--- src/rtl/mem_port_arbiter.sv ---
// Shares one single-ported memory between the fetch and data ports of the pipeline.
// Data has priority. A saturating starvation counter forces a fetch grant after MAX_WAIT data grants.
`timescale 1ns/1ps
module mem_port_arbiter #(
    parameter int unsigned AW       = 32,
    parameter int unsigned DW       = 32,
    parameter int unsigned MAX_WAIT = 4
) (
    input  logic            clk,
    input  logic            reset,
    input  logic            IReqF,
    input  logic [AW-1:0]   IAddrF,
    output logic [DW-1:0]   IRdataF,
    output logic            IValidF,
    output logic            StallMemF,
    input  logic            DReqM,
    input  logic            DWeM,
    input  logic [AW-1:0]   DAddrM,
    input  logic [DW-1:0]   DWdataM,
    input  logic [DW/8-1:0] DBeM,
    output logic [DW-1:0]   DRdataM,
    output logic            DValidM,
    output logic            StallMemM,
    output logic            MemReq,
    output logic            MemWe,
    output logic [AW-1:0]   MemAddr,
    output logic [DW-1:0]   MemWdata,
    output logic [DW/8-1:0] MemBe,
    input  logic            MemGnt,
    input  logic            MemRvalid,
    input  logic [DW-1:0]   MemRdata
);
    localparam logic [2:0] MaxWait = 3'(MAX_WAIT);

    typedef enum logic [2:0] {StIdle, StReqI, StWaitI, StReqD, StWaitD, StResp} state_e;

    state_e          stateQ, stateD;
    logic            respIsDataQ;
    logic [2:0]      starveCntQ;
    logic            cmdWeQ;
    logic [AW-1:0]   cmdAddrQ;
    logic [DW-1:0]   cmdWdataQ;
    logic [DW/8-1:0] cmdBeQ;
    logic [DW-1:0]   iRdataQ, dRdataQ;
    logic            dataWins, startD, startI;

    // Fetch only overtakes a pending data request once it has sat through MAX_WAIT data grants.
    assign dataWins = DReqM & ((starveCntQ < MaxWait) | ~IReqF);
    assign startD   = (stateQ == StIdle) & dataWins;
    assign startI   = (stateQ == StIdle) & ~dataWins & IReqF;

    always_ff @(posedge clk or negedge reset) begin
        if (!reset) begin
            stateQ <= StIdle;
        end else begin
            stateQ <= stateD;
        end
    end

    always_comb begin
        stateD = stateQ;
        unique case (stateQ)
            StIdle: begin
                if (dataWins) begin
                    stateD = StReqD;
                end else if (IReqF) begin
                    stateD = StReqI;
                end
            end
            StReqI:  if (MemGnt) stateD = StWaitI;
            StWaitI: if (MemRvalid) stateD = StResp;
            StReqD:  if (MemGnt) stateD = StWaitD;
            StWaitD: if (MemRvalid) stateD = StResp;
            StResp:  stateD = StIdle;
            default: stateD = StIdle;
        endcase
    end

    always_comb begin
        MemReq  = 1'b0;
        IValidF = 1'b0;
        DValidM = 1'b0;
        unique case (stateQ)
            StReqI, StReqD: MemReq = 1'b1;
            StResp: begin
                IValidF = ~respIsDataQ;
                DValidM = respIsDataQ;
            end
            default: ;
        endcase
    end

    always_ff @(posedge clk or negedge reset) begin
        if (!reset) begin
            respIsDataQ <= 1'b0;
            starveCntQ  <= '0;
            cmdWeQ      <= 1'b0;
            cmdAddrQ    <= '0;
            cmdWdataQ   <= '0;
            cmdBeQ      <= '0;
            iRdataQ     <= '0;
            dRdataQ     <= '0;
        end else begin
            if (startD) begin
                respIsDataQ <= 1'b1;
                cmdWeQ      <= DWeM;
                cmdAddrQ    <= DAddrM;
                cmdWdataQ   <= DWdataM;
                cmdBeQ      <= DWeM ? DBeM : '1;
            end else if (startI) begin
                respIsDataQ <= 1'b0;
                cmdWeQ      <= 1'b0;
                cmdAddrQ    <= IAddrF;
                cmdBeQ      <= '1;
            end
            if (stateQ == StIdle) begin
                if (!IReqF || startI) begin
                    starveCntQ <= '0;
                end else if (startD && (starveCntQ < MaxWait)) begin
                    starveCntQ <= starveCntQ + 3'd1;
                end
            end
            if ((stateQ == StWaitI) && MemRvalid) begin
                iRdataQ <= MemRdata;
            end
            // Store completions leave the load data register untouched.
            if ((stateQ == StWaitD) && MemRvalid && !cmdWeQ) begin
                dRdataQ <= MemRdata;
            end
        end
    end

    assign MemWe     = cmdWeQ;
    assign MemAddr   = cmdAddrQ;
    assign MemWdata  = cmdWdataQ;
    assign MemBe     = cmdBeQ;
    assign IRdataF   = iRdataQ;
    assign DRdataM   = dRdataQ;
    assign StallMemF = IReqF & ~IValidF;
    assign StallMemM = DReqM & ~DValidM;

endmodule

--- config.mk ---
export PLATFORM = sky130hd
export DESIGN_NAME = mem_port_arbiter
export DESIGN_NICKNAME = d
export VERILOG_FILES = /design/src/rtl/mem_port_arbiter.sv
export SDC_FILE = /design/constraint.sdc
export NUM_CORES = 1
export LEC_CHECK = 0
export CAP_MARGIN = 20
export CORE_UTILIZATION = 41
export CTS_CLUSTER_SIZE = 12
export DETAILED_ROUTE_END_ITERATION = 8
export GPL_TIMING_DRIVEN = 0
export HOLD_SLACK_MARGIN = 0.12
export PLACE_DENSITY = 0.86
export SYNTH_ARGS = -nofsm -noshare
export SYNTH_HDL_FRONTEND = slang
export SYNTH_SLANG_ARGS = --single-unit
--- constraint.sdc ---
create_clock -name clk -period 2 [get_ports clk]
set_clock_uncertainty 0.05 [all_clocks]
set_input_delay 0.4 -clock clk [delete_from_list [all_inputs] [get_ports clk]]
set_output_delay 0.4 -clock clk [all_outputs]
set_load 0.005 [all_outputs]
==> summary.txt <==
====================================================================================
Weighted congestion at the end of routability-driven global placement          0.813
Hold Crit Endpoint                                                      starveCntQ[2]
Pin count of the biggest net entering global routing                              73
Largest incremental delay on the critical path                               0.68 ns
H-tree lvl count                                                                   4
Summed instance area of the synthesized netlist                            5920 um^2
Seq cells post-synth                                                             140
Number of cells traversed by the worst register-to-register path                   6
TritonCTS Sinks                                                                  140
Clock-pin slew on the worst setup and hold paths                             0.06 ns
Synthesized area per cell                                                  13.4 um^2
Via count                                                                       4871
Number of buffers and inverters on the critical path                               2
Slew of the pin with the lowest slew margin                                 0.648 ns
Slew Viols, Final                                                                  0
Wire length of the first global-routing pass                                26600 um
Endpoint of the worst register-to-register path                          DRdataM[28]
DIE HEIGHT                                                                    122 um
# DRC                                                                              0
Clock network latency to the later pin of the worst-skew pair                0.41 ns
Min setup slack post-route                                                 0.0531 ns
Congestion Overflow GR                                                             0
Run status                                                                 completed
Crit path capture type                                                     flip-flop
Startpoint types                                                          input port
Die area                                                                  14900 um^2
Post-Layout Inst Area                                                      9610 um^2
Pre-CTS setup slack                                                        -0.596 ns
Cell count after synthesis                                                       443
Cell row count                                                                    43
Routed wire length                                                          17300 um
Static Leak                                                                  4.14 nW
Number of buffers inserted during clock tree synthesis                            17
Cell with the biggest individual delay on the critical path             clkdlybuf4s50_1
Clk buf depth                                                                      2
Antenna fix cells                                                                  0
Fillcell total                                                                  1007
Leading register cell type out of synthesis                                  dfrtp_1
Layout-stage area growth over the synthesis result                             62.2%
DR vias/cell                                                                    5.19
Port Buffers                                                                     275
Dominant cell by count in the synthesized netlist                            dfrtp_1
Worst hold margin                                                           0.321 ns
F_max                                                                        514 MHz
Slew HR                                                                        56.8%
Number of antenna violations at the first check in global routing                  0
Proportion of layout cells with a drive suffix above 1                         18.9%
Number of nets produced by synthesis                                             583
Portion of synthesized cell area occupied by the leading cell type             59.1%
Final HPWL from detailed placement                                          12700 um
Final Util                                                                     68.7%
Critical Path Fanout Max                                                          10
IR Drop Worst-Case VDD                                                      0.677 mV
Top cell family by delay on the critical path                           buffers and inverters
All-layer global routing usage                                                 23.6%
Starting utilization of the core area                                          42.4%
Unique masters post-synth                                                         35
Fin. Hold Viols                                                                    0
Unrepaired setup endpoints after global routing                                false
Clock tree from TritonCTS                                                        yes
Cell area after placement                                                  8930 um^2
# Max-Cap Violations                                                               0
Biggest area consumer among synthesized cells                                dfrtp_1
Top-Level Pins                                                                   277
Seq. cell area                                                             3500 um^2
Reg2reg start                                                              stateQ[1]
Power per standard cell area                                            1490 nW/um^2
Top cells by count, synth                                               dfrtp_1, o21ai_0, nor2_1
Area of combinational cells with multiple inputs                           2210 um^2
Worst reg2reg setup slack                                                    0.06 ns
Required time of the critical path                                           2.23 ns
Number of global-route vias before repair                                       5111
Worst min path class                                                          in2reg
Fin crit period                                                              1.95 ns
Width of the chip                                                             122 um
Proportion of synthesized chip area in sequential cells                        59.1%
Post-DRT Antenna Nets                                                              0
Worst Path Arrival                                                           2.18 ns
Yosys warning total                                                                0
Worst hold path cell count                                                         3
Final cycle utilization of the critical path                                   97.3%
Async SR Flop Fraction                                                          100%
Number of flops mapped to enable cells by yosys                                    0
Number of failing setup endpoints in the final timing report                       0
Min-delay src                                                                  IReqF
Library cell used as clock root buffer                                     clkbuf_16
Detail-routed net length per standard cell                                   18.4 um
DR iter-0 viols                                                                  188
CP Class                                                                      in2reg
Placeable core region                                                     14000 um^2
Critical Path, Cell by Cell                                             clkdlybuf4s50_1 > a21boi_4 > nand2_2 > buf_2 > mux2_1
First-pass iteration count of the detailed router                                  6
Cell types occupying the most area after synthesis                      dfrtp_1, mux2_4, mux2_1
Total Power                                                                  14.3 mW
Post-layout nets                                                                 885
====================================================================================
cells by family after synthesis:
family,Yosys count,synth area share (%)
compound gates,114,11.7
flops,140,59.1
xor+xnor,1,0.148
simple gates,56,4.63
buf+inv,34,3.86
fa+ha+maj,1,0.211
mux,97,20.3
through the flow:
stage               instances  TNS, ns
floorplan                 443        0
global placement          898  -702.54
detailed placement        899   -44.82
CTS                       937        0
global route              938        0
finish                    938        0
placed cells by master (no fill, tap or decap), drive strengths merged, types with 2 or more instances in the layout:
cell,instances
dlygate4sd2,2
a21oi,34
nor2b,3
bufinv,2
o21ai,38
clkdlybuf4s50,269
clkinvlp,4
clkbuf,36
nand2,5
and2b,2
o22a,4
mux2,96
dfrtp,140
and3b,2
buf,31
o31ai,32
nand3,3
nor2,35
clkinv,2
layer usage:
metal,vias up,GRT usage [%],part of all wire (%)
met4,0,8.61,1.5
met1,2415,27.3,39
met3,21,6.23,7.1
met5,-,0,0
li1,2206,-,-
met2,229,41.5,52
power breakdown:
part | total (mW) | internal (mW) | switching [mW] | leakage, nW
registers | 4.97 | 4.21 | 0.760 | 1.70
logic | 6.23 | 4.00 | 2.23 | 2.17
clock network | 3.15 | 1.97 | 1.18 | 0.282
tightest hold or removal path: cells and delay by family:
family / cells / cell delay, ns
buf+inv: 1 / 0.17
compound gates: 1 / 0.07
simple gates: 1 / 0.09
final cells by class:
type | count | share of cell area [%]
clock inverters | 9 | 1.13
well taps | 180 | 2.34
repair buffers | 284 | 29.5
plain buffers | 33 | 2.47
clock buffers | 23 | 5.08
multi-input cells | 269 | 23.0
flip-flops and latches | 140 | 36.5
state kept, by name, indices dropped and copies added, names as in the netlist:
name / count
DRdataM: 32
IRdataF: 32
MemAddr: 32
MemWdata: 32
MemBe: 4
starveCntQ: 3
stateQ: 3
MemWe: 1
respIsDataQ: 1
how the worst max path moves through the flow:
stage          startpoint            to  slack [ns]  cells past startpoint
4_1_cts         stateQ[0]   MemAddr[20]       0.001                      6
3_5_place_dp        DReqM  MemWdata[27]       -0.60                      5
3_3_place_gp        reset   MemAddr[10]       -4.78                      1
6_report            DReqM  MemWdata[27]        0.05                      5
5_1_grt             DReqM  MemWdata[12]        0.01                      5
2_1_floorplan   stateQ[1]   DRdataM[10]        0.27                      5
timing repair:
action	in CTS	in global routing
pin swaps	2	0
gates cloned	0	0
endpoints found under the hold margin	68	0
setup endpoints to repair	66	61
setup buffers	5	2
gates resized for setup	19	13
hold buffers	1	0
Power figures use the tool's default switching activity.
